--- config.mk ---
export PLATFORM = sky130hd
export DESIGN_NAME = ws2812_cmd_parser_flat
export DESIGN_NICKNAME = d
export VERILOG_FILES = /design/src/rtl/ws2812_cmd_parser_if.sv /design/src/rtl/ws2812_cmd_parser.sv /design/src/flat_wrapper.sv
export SDC_FILE = /design/constraint.sdc
export NUM_CORES = 1
export LEC_CHECK = 0
export CORE_UTILIZATION = 50
export DETAILED_ROUTE_END_ITERATION = 10
export GPL_TIMING_DRIVEN = 0
export PLACE_DENSITY = 0.71
export REMOVE_ABC_BUFFERS = 1
export SYNTH_ARGS = -nofsm -noshare
export SYNTH_HDL_FRONTEND = slang
export SYNTH_SLANG_ARGS = --single-unit
--- constraint.sdc ---
create_clock -name clk_g -period 4.87 [get_ports clk_g]
set_input_delay 0.974 -clock clk_g [delete_from_list [all_inputs] [get_ports clk_g]]
set_output_delay 0.974 -clock clk_g [all_outputs]
set_load 0.005 [all_outputs]
--- src/rtl/ws2812_cmd_parser_if.sv ---
// Host byte-stream handshake into the WS2812 command parser.
// master drives rx_valid/rx_data, slave returns rx_ready.
interface ws2812_cmd_parser_if;
  logic       rx_valid;
  logic [7:0] rx_data;
  logic       rx_ready;

  modport master (
    output rx_valid,
    output rx_data,
    input  rx_ready
  );

  modport slave (
    input  rx_valid,
    input  rx_data,
    output rx_ready
  );
endinterface

--- src/rtl/ws2812_cmd_parser.sv ---
// Byte-stream command parser driving WS2812 override and strip writes.
// Ports: clk_g, rst, rx (stream slave), override_*, strip_*, pulses, busy.
module ws2812_cmd_parser #(
  parameter int CLK_HZ     = 27_000_000,
  parameter int LED_COUNT  = 150,
  parameter int TIMEOUT_US = 1000
) (
  input  logic                      clk_g,
  input  logic                      rst,
  ws2812_cmd_parser_if.slave        rx,
  output logic                      override_en,
  output logic [23:0]               override_color_grb,
  output logic [7:0]                override_brightness,
  output logic                      strip_write,
  output logic [15:0]               strip_index,
  output logic [23:0]               strip_color_grb,
  output logic                      activity_pulse,
  output logic                      err_pulse,
  output logic                      busy
);
  localparam int STRIP_COUNT = LED_COUNT - 1;
  localparam int TIMEOUT_CYC = (CLK_HZ / 1_000_000) * TIMEOUT_US;
  localparam int TW          = $clog2(TIMEOUT_CYC + 1);

  localparam logic [16:0]   STRIP_LIM = 17'(STRIP_COUNT);
  localparam logic [TW-1:0] TMO_LAST  = TW'(TIMEOUT_CYC - 1);

  localparam logic [7:0] OP_SET  = 8'h01;
  localparam logic [7:0] OP_CLR  = 8'h02;
  localparam logic [7:0] OP_RUN  = 8'h03;
  localparam logic [7:0] OP_FILL = 8'h04;

  typedef enum logic [1:0] {
    IDLE,
    ARGS,
    PIX,
    FILL
  } state_t;

  state_t          state;
  logic [7:0]      op;
  logic [2:0]      argn;
  logic [4:0][7:0] args;
  logic [1:0]      pixn;
  logic [7:0]      pix_g;
  logic [7:0]      pix_r;
  logic [15:0]     idx;
  logic [7:0]      cnt;
  logic [23:0]     fill_grb;
  logic [TW-1:0]   tmo;

  logic       acc;
  logic       wr_ok;
  logic       tmo_hit;
  logic       last_pix;
  logic [2:0] last_argn;

  assign rx.rx_ready = (state != FILL);
  assign busy        = (state != IDLE);
  assign acc         = rx.rx_valid & rx.rx_ready;
  assign wr_ok       = {1'b0, idx} < STRIP_LIM;
  assign tmo_hit     = (tmo == TMO_LAST);
  assign last_pix    = (cnt == 8'd1);

  // index of the final argument byte for the latched opcode
  always_comb begin
    last_argn = 3'd0;
    unique case (1'b1)
      op == OP_SET:  last_argn = 3'd3;
      op == OP_RUN:  last_argn = 3'd2;
      op == OP_FILL: last_argn = 3'd5;
      default:       last_argn = 3'd0;
    endcase
  end

  always_ff @(posedge clk_g) begin
    if (rst) begin
      state               <= IDLE;
      op                  <= '0;
      argn                <= '0;
      args                <= '0;
      pixn                <= '0;
      pix_g               <= '0;
      pix_r               <= '0;
      idx                 <= '0;
      cnt                 <= '0;
      fill_grb            <= '0;
      tmo                 <= '0;
      override_en         <= 1'b0;
      override_color_grb  <= '0;
      override_brightness <= '0;
      strip_write         <= 1'b0;
      strip_index         <= '0;
      strip_color_grb     <= '0;
      activity_pulse      <= 1'b0;
      err_pulse           <= 1'b0;
    end else begin
      strip_write    <= 1'b0;
      activity_pulse <= 1'b0;
      err_pulse      <= 1'b0;
      unique case (state)
        IDLE: begin
          tmo  <= '0;
          argn <= '0;
          if (acc) begin
            unique case (1'b1)
              rx.rx_data == OP_SET,
              rx.rx_data == OP_RUN,
              rx.rx_data == OP_FILL: begin
                op    <= rx.rx_data;
                state <= ARGS;
              end
              rx.rx_data == OP_CLR: begin
                override_en    <= 1'b0;
                activity_pulse <= 1'b1;
              end
              default: err_pulse <= 1'b1;
            endcase
          end
        end
        ARGS: begin
          if (acc) begin
            tmo  <= '0;
            argn <= argn + 3'd1;
            if (argn < 3'd5) args[argn] <= rx.rx_data;
            if (argn == last_argn) begin
              argn <= '0;
              unique case (1'b1)
                op == OP_SET: begin
                  override_en         <= 1'b1;
                  override_color_grb  <= {args[0], args[1], args[2]};
                  override_brightness <= rx.rx_data;
                  activity_pulse      <= 1'b1;
                  state               <= IDLE;
                end
                op == OP_RUN: begin
                  idx  <= {args[0], args[1]};
                  cnt  <= rx.rx_data;
                  pixn <= '0;
                  if (rx.rx_data == 8'd0) begin
                    activity_pulse <= 1'b1;
                    state          <= IDLE;
                  end else begin
                    state <= PIX;
                  end
                end
                default: begin
                  idx      <= {args[0], args[1]};
                  cnt      <= args[2];
                  fill_grb <= {args[3], args[4], rx.rx_data};
                  if (args[2] == 8'd0) begin
                    activity_pulse <= 1'b1;
                    state          <= IDLE;
                  end else begin
                    state <= FILL;
                  end
                end
              endcase
            end
          end else if (tmo_hit) begin
            tmo       <= '0;
            err_pulse <= 1'b1;
            state     <= IDLE;
          end else begin
            tmo <= tmo + 1'b1;
          end
        end
        PIX: begin
          if (acc) begin
            tmo <= '0;
            unique case (pixn)
              2'd0: begin
                pix_g <= rx.rx_data;
                pixn  <= 2'd1;
              end
              2'd1: begin
                pix_r <= rx.rx_data;
                pixn  <= 2'd2;
              end
              default: begin
                pixn <= '0;
                if (wr_ok) begin
                  strip_write     <= 1'b1;
                  strip_index     <= idx;
                  strip_color_grb <= {pix_g, pix_r, rx.rx_data};
                end
                idx <= idx + 16'd1;
                cnt <= cnt - 8'd1;
                if (last_pix) begin
                  activity_pulse <= 1'b1;
                  state          <= IDLE;
                end
              end
            endcase
          end else if (tmo_hit) begin
            tmo       <= '0;
            err_pulse <= 1'b1;
            state     <= IDLE;
          end else begin
            tmo <= tmo + 1'b1;
          end
        end
        FILL: begin
          tmo <= '0;
          if (wr_ok) begin
            strip_write     <= 1'b1;
            strip_index     <= idx;
            strip_color_grb <= fill_grb;
          end
          idx <= idx + 16'd1;
          cnt <= cnt - 8'd1;
          if (last_pix) begin
            activity_pulse <= 1'b1;
            state          <= IDLE;
          end
        end
        default: state <= IDLE;
      endcase
    end
  end
endmodule

--- src/flat_wrapper.sv ---
// flat-port wrapper written by rule: the top's interface ports become plain ports
module ws2812_cmd_parser_flat 
#(
  parameter int CLK_HZ     = 27_000_000,
  parameter int LED_COUNT  = 150,
  parameter int TIMEOUT_US = 1000
)
  (clk_g, rst, override_en, override_color_grb, override_brightness, strip_write, strip_index, strip_color_grb, activity_pulse, err_pulse, busy, rx_rx_valid, rx_rx_data, rx_rx_ready);
  ws2812_cmd_parser_if rx_i ();
  input  logic clk_g;
  input  logic rst;
  output logic override_en;
  output logic [23:0] override_color_grb;
  output logic [7:0] override_brightness;
  output logic strip_write;
  output logic [15:0] strip_index;
  output logic [23:0] strip_color_grb;
  output logic activity_pulse;
  output logic err_pulse;
  output logic busy;
  input wire logic [$bits(rx_i.rx_valid)-1:0] rx_rx_valid;
  input wire logic [$bits(rx_i.rx_data)-1:0] rx_rx_data;
  output wire logic [$bits(rx_i.rx_ready)-1:0] rx_rx_ready;
  assign rx_i.rx_valid = rx_rx_valid;
  assign rx_i.rx_data = rx_rx_data;
  assign rx_rx_ready = rx_i.rx_ready;
  ws2812_cmd_parser #(.CLK_HZ(CLK_HZ), .LED_COUNT(LED_COUNT), .TIMEOUT_US(TIMEOUT_US)) u_core (.clk_g(clk_g), .rst(rst), .rx(rx_i), .override_en(override_en), .override_color_grb(override_color_grb), .override_brightness(override_brightness), .strip_write(strip_write), .strip_index(strip_index), .strip_color_grb(strip_color_grb), .activity_pulse(activity_pulse), .err_pulse(err_pulse), .busy(busy));
endmodule
Yosys cells after proc, flatten, opt, wreduce, memory -nomap -nowiden
Index checks and enable logic that the tools add are counted.
Operators by class
  add/subtract/negate cells: 4
  $lt $le $gt $ge: 4
  equal/unequal tests: 29
  multiplexer cells: 75
  bitwise gates (word level): 2
  reductions and logical operators: 29
Operators with widths (count)
  16-bit 2-to-1 mux: 8
  24-bit 2-to-1 mux: 4
  16-bit case mux with 3 select lines: 1
  24-bit case mux with 2 select lines: 1
  40-bit bitwise mux: 1
  8-bit 2-to-1 mux: 5
  16-bit case mux with 2 select lines: 1
  15-bit 2-to-1 mux: 2
  15-bit case mux with 2 select lines: 1
  2-bit 2-to-1 mux: 14
  8-bit demux with 3-bit select: 1
  8-bit by 1-bit == test with 1-bit output, second input constant: 3
  8-bit by 2-bit == test with 1-bit output, second input constant: 3
  8-bit case mux with 3 select lines: 1
  1-bit 2-to-1 mux: 21
  2-bit by 1-bit != test with 1-bit output, second input constant: 9
  16-bit by 1-bit adder with 16-bit output, second input constant: 1
  8-bit by 3-bit == test with 1-bit output, second input constant: 2
  8-bit logical NOT: 2
  16-bit by 8-bit less-than comparator with 1-bit output, second input constant: 1
  8-bit case mux with 2 select lines: 1
  15-bit by 1-bit adder with 15-bit output, second input constant: 1
  15-bit == test, second input constant: 1
  3-bit AND reduction: 5
  other kinds (30): 53
Word-level totals
  register bits after elaboration: 210
  input port bits: 11
  output and inout port bits: 78
  word-level logic and storage cells: 166

Depth between registers and ports, before layout
Gate-level depths: netlist (run 1).
  word-level depth: 6
  depth in mapped cells: 11
  gate-level depth less buffers: 8

Worst setup path before layout (run 1)
OpenSTA, ideal clock, no wires.
  path kind: in2reg
  start: input rx_rx_valid
  end: register u_core.args[37] (netlist bit)
  setup time: 128 ps
  arrival: 2480 ps
  required time: 4742 ps
  setup slack: 2262 ps
  stages: 8
  path buffers: 2
  cells stage by stage: buf_2 -> nor2b_1 -> nand2_1 -> nor2_1 -> nand3b_1 -> clkbuf_1 -> mux2i_1 -> nor2_1
On the way
  longest elaborated chain between the ends: 2
Ends and longest elaborated chain
  from (decl): RTL line flat_wrapper.sv:21  | input wire logic [$bits(rx_i.rx_valid)-1:0] rx_rx_valid;
  1-bit AND: RTL line ws2812_cmd_parser.sv:60  | assign acc = rx.rx_valid & rx.rx_ready;
  3-bit AND reduction (no line)
  to (signal, indexed assignment): RTL line ws2812_cmd_parser.sv:125  | if (argn < 3'd5) args[argn] <= rx.rx_data;
  to (decl): RTL line ws2812_cmd_parser.sv:43  | logic [4:0][7:0] args;
No other way between the ends.
A chain may end at the register's enable or synchronous reset.

Final worst setup path (run 1)
  start: input rx_rx_valid
  end: register u_core.args[35] (netlist bit)
The elaborated chain is that of the path after synthesis.

==> metrics.md, run 1 <==
| Metric | Value |
|---|---|
| Core Area | 18000 um^2 |
| Synthesized area per cell | 8.64 um^2 |
| IO buf count | 88 |
| Row count | 49 |
| EDFF count, synth | 0 |
| Seq. cell area | 4200 um^2 |
| Routed len/inst | 16.3 um |
| Fin nets | 1128 |
| DRC viols | 0 |
| Vias/cell | 5.66 |
| Crit Path Category | in2reg |
| HP Class | reg2reg |
| Clk sinks | 210 |
| Final count of pins violating max slew | 0 |
| Synthesized area | 9210 um^2 |
| Grt ovf | 0 |
| Max-Cap Viols | 0 |
| Area occupied by multi-input gates | 4600 um^2 |
| Status | completed |
| Final Cell Area | 10900 um^2 |
| Mapped Cells | 1066 |
| Cells along the critical path | clkdlybuf4s50_1 > nor2b_1 > nand2_1 > nor2_1 > nand3b_1 > mux2i_1 > nor2_1 |
| Tmin final | 4.06 ns |
| Setup crit end | u_core.args[35] |
| First-pass GRT wire length | 36.4 mm |
| Worst skew pair latency | 0.52 ns |
| FF-to-FF setup slack | 1.10 ns |
| Iteration-0 DRC count of the detailed router | 597 |
| Critical Path End Type | flop |
| Crit path launch | rx_rx_valid |
| Worst R2R End | u_core.args[35] |
| Cell Area, Placed | 10200 um^2 |
| Top_reg_cell synth | dfxtp_1 |
| Hold path depth | 2 |
| Post-CTS sizing | 0 |
| Number of synthesis warnings | 0 |
| Clock Path Buffers | 3 |
| Die span in y | 138 um |
| Worst path slowest cell | nor2_1 |
| Post-synth ARST share | 0% |
| Die W | 138 um |
| ANT cells | 0 |
| Num CTS Buffers | 22 |
| P_leak | 4.27 nW |
| Final Cycle Share | 83.4% |
| Crit-path most repeated cell | nor2_1 |
| Core Util, Final | 60.5% |
| Vias in the first global route | 7113 |
| CTS tree | done |
| Routed Antenna Nets | 0 |
| Commonest non-fill, non-tap cell in the layout | dfxtp_1 |
| Die area | 19000 um^2 |
| Crit Path Max Fanout | 19 |
| Final setup viols | 0 |
| Fmax | 246 MHz |
| Total GRT Usage | 24.0% |
| # H-tree levels | 1 |
| CTS Hold Bufs | 0 |
| Power Density | 322 nW/um^2 |
| Largest net degree at the start of global routing | 131 |
| RSZ-0062 raised after global routing | false |
| Slowest stage delay, CP | 0.95 ns |
| Fillers | 1595 |
| # Post-CTS Setup Buffers | 0 |
| Final hold violations | 0 |
| WP data required | 5.26 ns |
| Area grow syn2layout | 18.4% |
| Count of cell types in the netlist | 64 |
| Fin Hold WS | 0.448 ns |
| Routed WL | 22.0 mm |
| 1st-pass router iterations | 5 |
| Clk root buf | clkbuf_16 |
| Worst VDD drop | 0.300 mV |
| Hpwl dp | 13.9 mm |
| Crit path launch type | input port |
| Clock Skews | 0.0191 ns |
| Seq cells post-synth | 210 |
| Layout cell share with drive strength beyond 1 | 7.84% |
| Slew @ Worst Pin | 1.23 ns |
| Post-synthesis sequential area ratio | 45.7% |
| Worst reg-to-reg path cell count | 7 |
| CTS clk-pin slew, worst paths | 0.06 ns |
| Initial antenna violation count | 0 |
| Max-slew headroom at the worst pin | 18.0% |
| RR Startpoint | u_core.state[0] |
| Routed via count | 7651 |
| GP Congestion | 0.894 |
| Most frequent cells in the layout | dfxtp_1 (210), nand2_1 (144), nor2_1 (135) |
| Initial Util | 51.1% |
| I/O pins | 89 |
| CP arrival | 4.45 ns |
routing by layer:
layer | GRT usage, % | wire [um] | vias up
met2 | 38.7 | 10200 | 198
met1 | 33.4 | 10300 | 3654
met3 | 3.38 | 1080 | 42
met5 | 0 | 0 | -
met4 | 6.10 | 468 | 0
li1 | - | - | 3757
how the worst min path moves through the flow:
stage                                          start                    endpoint  slack, ns
after floorplan                      u_core.pix_r[0]             u_core.pix_r[0]       0.43
after global routing           u_core.strip_index[6]       u_core.strip_index[6]       0.47
after detailed placement   u_core.strip_color_grb[7]   u_core.strip_color_grb[7]       0.44
after global placement    u_core.strip_color_grb[17]  u_core.strip_color_grb[17]       0.44
after CTS                  u_core.strip_color_grb[7]   u_core.strip_color_grb[7]       0.45
final                      u_core.strip_color_grb[7]   u_core.strip_color_grb[7]       0.45
metrics by stage:
step           setup TNS (ns)  cells  worst slack, ns  power, mW
2_1_floorplan               0    986            0.609       1.78
3_3_place_gp          -412.37   1303            -3.53       1.84
3_5_place_dp                0   1312            0.419       1.85
4_1_cts                     0   1351            0.891       3.54
5_1_grt                     0   1351            0.644       3.62
6_report                    0   1351            0.809       3.51
kinds of logic after synthesis:
kind of cell    after synthesis  synth area share (%)
buf+inv                      94                  4.62
mux                         123                  13.7
xor+xnor                     14                  1.33
compound gates              191                  12.1
fa+ha+maj                    10                  1.36
flops                       210                  45.7
simple gates                424                  21.2
critical path, delay by kind of cell:
kind | cells | cell delay, ns
buffers and inverters | 1 | 0.73
AND/OR/NAND/NOR | 5 | 2.33
multiplexers | 1 | 0.39
power breakdown:
group	total (mW)	internal, mW	switching, mW
logic	0.0869	0.0237	0.0632
registers	1.72	1.72	0.00165
clock network	1.70	1.02	0.685
Yosys cell counts, drive strengths merged, types with 10 or more instances:
| master | n | area [um^2] |
|---|---|---|
| a31oi | 10 | 62.6 |
| mux2 | 25 | 282 |
| clkbuf | 61 | 249 |
| nand3 | 51 | 255 |
| nand2 | 144 | 541 |
| buf | 19 | 124 |
| nor2 | 136 | 510 |
| o21ai | 38 | 190 |
| mux2i | 98 | 981 |
| dfxtp | 210 | 4200 |
| and3 | 15 | 96.3 |
| ha | 10 | 125 |
| nor3 | 12 | 60.1 |
| inv | 14 | 52.6 |
| a21oi | 103 | 515 |
cell type report:
type	count	area share, %
Inverter	14	0.482
Timing Repair Buffer	97	9.29
Multi-Input combinational cell	762	42.3
Sequential cell	210	38.6
Clock buffer	32	5.86
Clock inverter	7	0.907
Tap cell	229	2.63
flip-flops by register name, summed over array words and instances (netlist names), 15 cells and up:
signal / flops
u_core.fill_grb: 24
u_core.args: 40
u_core.strip_index: 16
u_core.strip_color_grb: 24
u_core.override_color_grb: 24
u_core.idx: 16
u_core.tmo: 15
(Power assumes the default switching activity.)
==> run 2, diff against run 1 <==
==> constraint.sdc (replaced) <==
create_clock -name clk_g -period 4.1 [get_ports clk_g]
set_input_delay 0.82 -clock clk_g [delete_from_list [all_inputs] [get_ports clk_g]]
set_output_delay 0.82 -clock clk_g [all_outputs]
set_load 0.005 [all_outputs]
==> results of run 2 <==
Same layout as run 1 (identical final DEF). Status: completed.
Among the figures that moved: setup slack after placement 0.419 ns -> -0.197 ns; setup slack after layout 0.809 ns -> 0.193 ns; register-to-register setup slack 1.10 ns -> 0.33 ns; total power 3.51 mW -> 4.17 mW; worst IR drop on VDD 0.300 mV -> 0.357 mV
